<file path="src/rtl/traffic_input_conditioner.sv">
`default_nettype none
// ============================================================================
// Module   : traffic_input_conditioner
// Brief    : Synchronizes and debounces the raw field inputs of the traffic
//            light controller and sequences pedestrian requests against the
//            controller's lamp feedback. Also handles preset-add pulses,
//            preemption hold and the post-service cooldown.
// Revision : 1.0 - initial release
// ============================================================================
module traffic_input_conditioner #(
  parameter int DEBOUNCE_CYCLES = 4,
  parameter int COOLDOWN_CYCLES = 16,
  parameter int PREEMPT_HOLD    = 8
) (
  input  logic       clk,
  input  logic       rst,            // asynchronous, active low
  input  logic       ped_btn_raw,
  input  logic       preempt_raw,
  input  logic       preset_sw_raw,
  input  logic       add_btn_raw,
  input  logic       pref_sw_raw,
  input  logic [0:2] leds,           // 100 green, 010 yellow, 001 red, 000 attention
  output logic       attention,
  output logic       force_red,
  output logic       preset,
  output logic       preset_add,
  output logic       preferential,
  output logic       ped_wait
);

  // Input bit positions inside the synchronizer/debouncer vectors
  localparam int c_NIN    = 5;
  localparam int c_PED    = 0;
  localparam int c_PRE    = 1;
  localparam int c_PRESET = 2;
  localparam int c_ADD    = 3;
  localparam int c_PREF   = 4;

  localparam int c_DEB_W  = $clog2(DEBOUNCE_CYCLES + 1);
  localparam int c_COOL_W = $clog2(COOLDOWN_CYCLES + 1);
  // A zero hold still needs a one-bit register to keep the logic legal
  localparam int c_HOLD_W = (PREEMPT_HOLD > 0) ? $clog2(PREEMPT_HOLD + 1) : 1;

  localparam logic [c_DEB_W-1:0]  c_DEB_MAX   = c_DEB_W'(DEBOUNCE_CYCLES - 1);
  localparam logic [c_COOL_W-1:0] c_COOL_INIT = c_COOL_W'(COOLDOWN_CYCLES);
  localparam logic [c_HOLD_W-1:0] c_HOLD_INIT = c_HOLD_W'(PREEMPT_HOLD);

  typedef enum logic [1:0] {
    ST_IDLE  = 2'd0,
    ST_WAIT  = 2'd1,
    ST_ISSUE = 2'd2,
    ST_COOL  = 2'd3
  } state_t;

  logic [c_NIN-1:0]    w_raw;
  logic [c_NIN-1:0]    r_sync1;
  logic [c_NIN-1:0]    r_sync2;
  logic [c_NIN-1:0]    w_deb;
  logic [c_NIN-1:0]    w_deb_nxt;

  logic                r_ped_d;
  logic                r_add_d;
  logic                r_preset_add;
  logic                w_ped_rise;

  logic [c_HOLD_W-1:0] r_hold;
  logic                w_pre_fall;
  logic                w_force_red;

  state_t              r_state;
  state_t              w_state_nxt;
  logic [c_COOL_W-1:0] r_cool_cnt;
  logic                r_pending;
  logic                w_cool_done;
  logic                w_attn;
  logic                w_ped_wait;

  assign w_raw = {pref_sw_raw, add_btn_raw, preset_sw_raw, preempt_raw, ped_btn_raw};

  // Two-flop synchronizer for every raw input
  always_ff @(posedge clk or negedge rst) begin
    if (!rst) begin
      r_sync1 <= '0;
      r_sync2 <= '0;
    end else begin
      r_sync1 <= w_raw;
      r_sync2 <= r_sync1;
    end
  end

  // One debouncer per input; any sample matching the current level restarts
  // the count, so only an unbroken run of DEBOUNCE_CYCLES samples flips it.
  for (genvar gi = 0; gi < c_NIN; gi++) begin : g_deb
    logic [c_DEB_W-1:0] r_cnt;
    logic               r_deb;

    assign w_deb_nxt[gi] = ((r_sync2[gi] != r_deb) && (r_cnt == c_DEB_MAX)) ?
                           r_sync2[gi] : r_deb;
    assign w_deb[gi]     = r_deb;

    // Stability counter and accepted level
    always_ff @(posedge clk or negedge rst) begin
      if (!rst) begin
        r_cnt <= '0;
        r_deb <= 1'b0;
      end else begin
        r_deb <= w_deb_nxt[gi];
        if ((r_sync2[gi] == r_deb) || (r_cnt == c_DEB_MAX)) begin
          r_cnt <= '0;
        end else begin
          r_cnt <= r_cnt + c_DEB_W'(1);
        end
      end
    end
  end

  assign w_ped_rise = w_deb[c_PED] & ~r_ped_d;

  // Edge-detect history and the preset-add pulse (gated by preset mode)
  always_ff @(posedge clk or negedge rst) begin
    if (!rst) begin
      r_ped_d      <= 1'b0;
      r_add_d      <= 1'b0;
      r_preset_add <= 1'b0;
    end else begin
      r_ped_d      <= w_deb[c_PED];
      r_add_d      <= w_deb[c_ADD];
      r_preset_add <= w_deb[c_ADD] & ~r_add_d & w_deb[c_PRESET];
    end
  end

  // The fall is detected on the edge the debounced level drops, so the hold
  // count is loaded in the same edge and force_red has no one-cycle gap.
  assign w_pre_fall  = w_deb[c_PRE] & ~w_deb_nxt[c_PRE];
  assign w_force_red = w_deb[c_PRE] | (r_hold != '0);

  // Preemption hold countdown; a re-rise cancels any remaining hold
  always_ff @(posedge clk or negedge rst) begin
    if (!rst) begin
      r_hold <= '0;
    end else if (w_pre_fall) begin
      r_hold <= c_HOLD_INIT;
    end else if (w_deb[c_PRE]) begin
      r_hold <= '0;
    end else if (r_hold != '0) begin
      r_hold <= r_hold - c_HOLD_W'(1);
    end
  end

  // Pedestrian FSM state register
  always_ff @(posedge clk or negedge rst) begin
    if (!rst) begin
      r_state <= ST_IDLE;
    end else begin
      r_state <= w_state_nxt;
    end
  end

  assign w_cool_done = (r_cool_cnt <= c_COOL_W'(1));

  // Pedestrian FSM next state and outputs; preemption overrides an issue
  always_comb begin
    w_state_nxt = r_state;
    w_attn      = 1'b0;
    w_ped_wait  = 1'b0;
    case (r_state)
      ST_IDLE: begin
        if (w_ped_rise) begin
          w_state_nxt = ST_WAIT;
        end
      end
      ST_WAIT: begin
        w_ped_wait = 1'b1;
        if ((leds == 3'b100) && !w_force_red) begin
          w_state_nxt = ST_ISSUE;
        end
      end
      ST_ISSUE: begin
        w_ped_wait = 1'b1;
        w_attn     = ~w_force_red;
        if (w_force_red) begin
          w_state_nxt = ST_WAIT;
        end else if (leds == 3'b000) begin
          w_state_nxt = ST_COOL;
        end
      end
      ST_COOL: begin
        if (w_cool_done) begin
          w_state_nxt = (r_pending || w_ped_rise) ? ST_WAIT : ST_IDLE;
        end
      end
      default: begin
        w_state_nxt = ST_IDLE;
      end
    endcase
  end

  // Cooldown counter and the press-during-cooldown pending flag
  always_ff @(posedge clk or negedge rst) begin
    if (!rst) begin
      r_cool_cnt <= '0;
      r_pending  <= 1'b0;
    end else begin
      if ((r_state != ST_COOL) && (w_state_nxt == ST_COOL)) begin
        r_cool_cnt <= c_COOL_INIT;
      end else if ((r_state == ST_COOL) && (r_cool_cnt != '0)) begin
        r_cool_cnt <= r_cool_cnt - c_COOL_W'(1);
      end

      if (r_state != ST_COOL) begin
        r_pending <= 1'b0;
      end else if (w_cool_done) begin
        r_pending <= 1'b0;
      end else if (w_ped_rise) begin
        r_pending <= 1'b1;
      end
    end
  end

  assign attention    = w_attn;
  assign ped_wait     = w_ped_wait;
  assign force_red    = w_force_red;
  assign preset       = w_deb[c_PRESET];
  assign preferential = w_deb[c_PREF];
  assign preset_add   = r_preset_add;

endmodule
`default_nettype wire

</file>
<file path="config.mk">
export PLATFORM = sky130hd
export DESIGN_NAME = traffic_input_conditioner
export DESIGN_NICKNAME = d
export VERILOG_FILES = /design/src/rtl/traffic_input_conditioner.sv
export SDC_FILE = /design/constraint.sdc
export NUM_CORES = 1
export LEC_CHECK = 0
export BUFFER_PORTS_ARGS = -buffer_cell sky130_fd_sc_hd__buf_2
export CORE_MARGIN = 2
export CORE_UTILIZATION = 42
export DETAILED_ROUTE_END_ITERATION = 10
export PLACE_DENSITY = 0.69
export SYNTH_ARGS = -nofsm -noshare
export SYNTH_HDL_FRONTEND = slang
export SYNTH_SLANG_ARGS = --single-unit
</file>
<file path="constraint.sdc">
create_clock -name clk -period 3.9 [get_ports clk]
set_input_delay 0.39 -clock clk [delete_from_list [all_inputs] [get_ports clk]]
set_output_delay 0.39 -clock clk [all_outputs]
set_load 0.01 [all_outputs]
</file>
# --- Yosys cells after proc, flatten, opt, wreduce, memory -nomap -nowiden ---
# Cells that the tools add are included.
totals:
  rom_bits: 0
  out_inout_bits: 6
  input_bits: 10
  regBits: 45
  latch_bits: 0
  memories: 0
  ramBits: 0
  elab_cells: 103
classes:
  div_mod_pow: 0
  n_mux: 23
  reduce_logical: 23
  addsub: 7
  magnitude_cmp: 1
  eq_ne: 21
  n_bitwise: 9
  shift: 0
  mul: 0
ops:
  columns: ["cell", "count"]
  rows:
  - ["3-bit by 1-bit adder with 3-bit output, second input constant", 5]
  - ["3-bit by 2-bit == test with 1-bit output, second input constant", 5]
  - ["3-bit 2-to-1 mux", 5]
  - ["4-bit 2-to-1 mux", 3]
  - ["2-bit 2-to-1 mux", 5]
  - ["5-bit 2-to-1 mux", 2]
  - ["1-bit logical AND", 8]
  - ["2-bit case mux with 4 select lines", 1]
  - ["1-bit 2-to-1 mux", 7]
  - ["2-bit == test, second input constant", 3]
  - ["1-bit logical OR", 6]
  - ["3-bit nonzero test", 2]
  - ["1-bit == test", 5]
  - ["5-bit by 1-bit less-or-equal comparator with 1-bit output, second input constant", 1]
  - ["1-bit != test", 5]
  - ["5-bit nonzero test", 1]
  - ["5-bit by 1-bit subtractor with 5-bit output, second input constant", 1]
  - ["1-bit AND", 4]
  - ["1-bit NOT", 4]
  - ["4-bit nonzero test", 1]
  - ["4-bit by 1-bit subtractor with 4-bit output, second input constant", 1]
  - ["3-bit == test, second input constant", 1]
  - ["3-bit logical NOT", 1]
  - ["2-bit by 1-bit == test with 1-bit output, second input constant", 1]
  - ["6 further kinds", 6]

# --- Longest topological paths before layout ---
logic_depth:
  depth_word: 9
  depth_mapped: 7
  mapped_depth_nobuf: 7

# --- Least setup slack after synthesis ---
# No wires, ideal clock.
synth_timing:
  path_type: "register to register"
  start: "register r_cool_cnt[0]"
  end: "register r_cool_cnt[1]"
  arrival_time_ps: 1802
  path_slack_ps: 2021
  period_less_slack_ps: 1879
  setup_time_ps: 77
  stages_incl_launch_ff: 7
  path_buffers: 0
  t_required_ps: 3823
  cell_sequence: "dfrtp_1 > inv_1 > ha_1 > or4b_2 > nand2_1 > mux2_2 > a21oi_1"
synth_via:
  elab_chain_cells: 6
  elab_cells_between_ends: 11
  classes_between: "add/sub: 1; order compare: 1; eq/ne: 1; mux: 4; reduce/logical: 4"
synth_lines:
  columns: ["item", "line_no", "source"]
  rows:
  - ["start, declared", "72", "logic [c_COOL_W-1:0] r_cool_cnt;"]
  - ["start signal, assigned", "205", "r_cool_cnt <= c_COOL_INIT;"]
  - ["start signal, assigned", "207", "r_cool_cnt <= r_cool_cnt - c_COOL_W'(1);"]
  - ["5-bit by 1-bit less-or-equal comparator with 1-bit output", "159", "assign w_cool_done = (r_cool_cnt <= c_COOL_W'(1));"]
  - ["2-bit 2-to-1 mux", "188", "if (w_cool_done) begin"]
  - ["2-bit case mux with 4 select lines", "166", "case (r_state)"]
  - ["2-bit == test", "204", "if ((r_state != ST_COOL) && (w_state_nxt == ST_COOL)) begin"]
  - ["1-bit logical AND", "204", null]
  - ["5-bit 2-to-1 mux or 2-bit nonzero test (tied branches)", null, null]
# Several ways; a longest one is shown, not always the timed one. The select of a mux whose other input is x is not followed.
# A chain may end at the register's enable or synchronous reset.

# --- Worst setup path after layout ---
# Same ends and word-level chain as after synthesis.

==> out/qor.yml <==
floorplan:
  num_rows: 25
  core_area_sq_um: 4720
  die_h_microns: 73.8
  dieArea_sq_um: 5440
  die_w_microns: 73.8
  io_pins: 16
  start_util_pct: 43.3
routing:
  drtPass1Iterations: 6
  routedLengthMet1_mm: 1.37
  drt-total-wl_mm: 2.84
  vias_per_cell: 4.71
  drt_iter0_drc: 46
  drc: 0
  wl_met2_mm: 1.33
  ant_nets: 0
  wl_met3_microns: 100
  top_layer: "met4"
  wl_per_cell_microns: 10.6
  via_count: 1257
synth:
  synthCells: 178
  syn-num-nets: 206
  yosys_warnings: 0
  synth_area_per_cell_sq_um: 11.5
  yosysSeqAreaShare_pct: 55.1
  yosys_register_bits: 45
  synthesis.area_sq_um: 2040
  synth-edff-count: 0
  synth_ff_type: "dfrtp_1"
  synth_cell_type_count: 34
  synth-async-reset-ratio_pct: 100
finish:
  fin_nets: 227
  area_growth_syn_to_layout_pct: 13.0
  fin_util_pct: 48.9
  layout-drive-gt1-share_pct: 18.0
  num_antenna_cells: 0
  stdcell_count: 267
setup_path:
  reg2reg_from: "r_cool_cnt[0]"
  worstRegToRegCells: 6
  worstSetupPathType: "flop to flop"
  rrSetupSlack_ns: 1.89
  regToRegEndpoint: "r_cool_cnt[1]"
  crit_chain: "inv_1 -> ha_1 -> or4b_2 -> nand2_1 -> mux2_2 -> a21oi_1"
  cp_slowest_cell: "or4b_2"
  critical-path-max-stage-delay_ns: 0.62
  start_kind: "flop"
  crit_path_end: "r_cool_cnt[1]"
  crit_fanout: 4
  cp.arrival_ns: 2.22
  cp.required_ns: 4.12
  crit_path_start: "r_cool_cnt[0]"
  end_kind: "flop"
global_routing:
  grt_pass1_vias: 1167
  gr-total-overflow: 0
  grt_pass1_wl_mm: 5.03
  grt_max_degree: 46
  antenna_found_initial: 0
  grt_usage_pct: 12.1
power_and_ir_drop:
  internal-power_mw: 1.06
  power.density_nw_per_um2: 689
  pwr-share-clk_pct: 21.3
  power.switching_mw: 0.534
  seqPwrFrac_pct: 45.9
  peakVddDrop_mv: 0.283
  power_frac_comb_pct: 32.8
  switching_share_pct: 33.5
  p_leak_nw: 1.11
clock_network:
  cts_tree: "done"
  cts_made_buffers: 5
  cts_resized: 0
  clock_sinks: 45
  clockBufferDepth: 2
  post-cts-setup-buffer-count: 0
  cts.reportedPaths.clkPinSlew_ns: 0.08
  htree_levels: 2
  hold_buffers: 0
  clkLatencyLatePin_ns: 0.29
  cts_root_buf: "clkbuf_8"
timing:
  period_needed_ns: 2.01
  setup_ws_ns: 1.89
  clock-skew-final_ns: 0.00730
  setup_violations: 0
  worst_pin_slew_ns: 0.948
  fin_hold_ws_ns: 0.196
  maxSlewViolCount: 0
  min_period_over_period_pct: 51.5
  slew_headroom_pct: 36.8
  finalSetupTns_ns: 0
  hold_violations: 0
  fmax_mhz: 498
  rsz0062_at_grt: "no"
placed_design:
  port-buffer-count: 15
  routabilityCongestion: 0.858
  dp_hpwl_mm: 2.02
  dp_cells: 259
  place_ws_ns: 1.90
worst_hold_path:
  hold_class: "input pin to flop"
run:
  cap_violations: 0
outcome:
  outcome: "complete, no violations"
power groups by stage:
stage	combinational, mW	clock [mW]	sequential (mW)
6_report	0.521	0.339	0.731
5_1_grt	0.609	0.370	0.753
4_1_cts	0.531	0.357	0.733
3_5_place_dp	0.527	0	0.742
3_3_place_gp	0.515	0	0.737
2_1_floorplan	0.422	0	0.712
synthesized netlist by cell type (3+ instances only):
cell type	n	area [sq um]
a21oi_1	8	40.0
and3_1	3	18.8
dfrtp_1	45	1130
ha_1	18	225
inv_1	18	67.6
mux2_2	8	90.1
nand2_1	5	18.8
nand2b_1	7	43.8
nand3b_1	3	22.5
nor2_1	24	90.1
nor3_1	5	25.0
o21ai_0	4	20.0
xor2_1	7	61.3
metrics by stage:
| step | power [mW] | cell area (sq um) |
|---|---|---|
| 2_1_floorplan | 1.13 | 2040 |
| 3_3_place_gp | 1.25 | 2200 |
| 3_5_place_dp | 1.27 | 2200 |
| 4_1_cts | 1.62 | 2310 |
| 5_1_grt | 1.73 | 2310 |
| 6_report | 1.59 | 2310 |
flip-flops by register name, indices dropped and copies added, names as in the netlist, 2 cells and up:
name	count
r_state	2
r_sync1	5
r_hold	4
r_sync2	5
g_deb.r_deb	3
g_deb.r_cnt	15
r_cool_cnt	5
cell families (layout without fill, tap and decap cells):
| group | Yosys count | in the layout | share of synthesized area (%) |
|---|---|---|---|
| muxes | 8 | 8 | 4.41 |
| DFF | 45 | 45 | 55.1 |
| and+or+nand+nor | 57 | 57 | 15.0 |
| xor gates and xnor gates | 9 | 9 | 3.86 |
| adders and majority gates | 18 | 18 | 11.0 |
| AOI/OAI and AO/OA | 22 | 22 | 7.10 |
| buffers and inverters | 19 | 41 | 3.55 |
cell type report:
class,instances,area [sq um]
repair buffers,15,75.1
multi-input cells,114,846
clock buffers,6,72.6
inverters,18,67.6
well taps,67,83.8
fillers,424,2410
flip-flops and latches,45,1130
clock inverters,2,38.8
routing by layer:
metal  global-route usage [%]  vias up
li1                         -      636
met1                     15.5      596
met2                     18.7       21
met3                     3.70        4
met4                     6.06        0
met5                        0        -
worst min-delay path by stage:
stage | startpoint | endpoint | cells after the start
detailed placement | r_sync1[4] | r_sync2[4] | 0
global route | preempt_raw | r_sync1[1] | 1
floorplan | rst | g_deb[0].r_cnt[0] | 0
finish | preempt_raw | r_sync1[1] | 1
global placement | r_sync1[2] | r_sync2[2] | 0
CTS | preempt_raw | r_sync1[1] | 1
cells in the final DEF, fill, tap and decap left out, types with 5 or more instances in the layout:
cell,count
inv_1,18
mux2_2,8
nor3_1,5
nand2b_1,7
xor2_1,7
ha_1,18
buf_2,15
dfrtp_1,45
nand2_1,5
nor2_1,24
a21oi_1,8
clkbuf_8,5
worst max-delay path: cells and delay by family, from the launching register on:
family / cells / cell delay (ns)
compound gates: 1 / 0.12
fa+ha+maj: 1 / 0.18
buf+inv: 1 / 0.12
flops: 1 / 0.41
mux: 1 / 0.34
simple gates: 2 / 0.76
(Power assumes the default switching activity.)
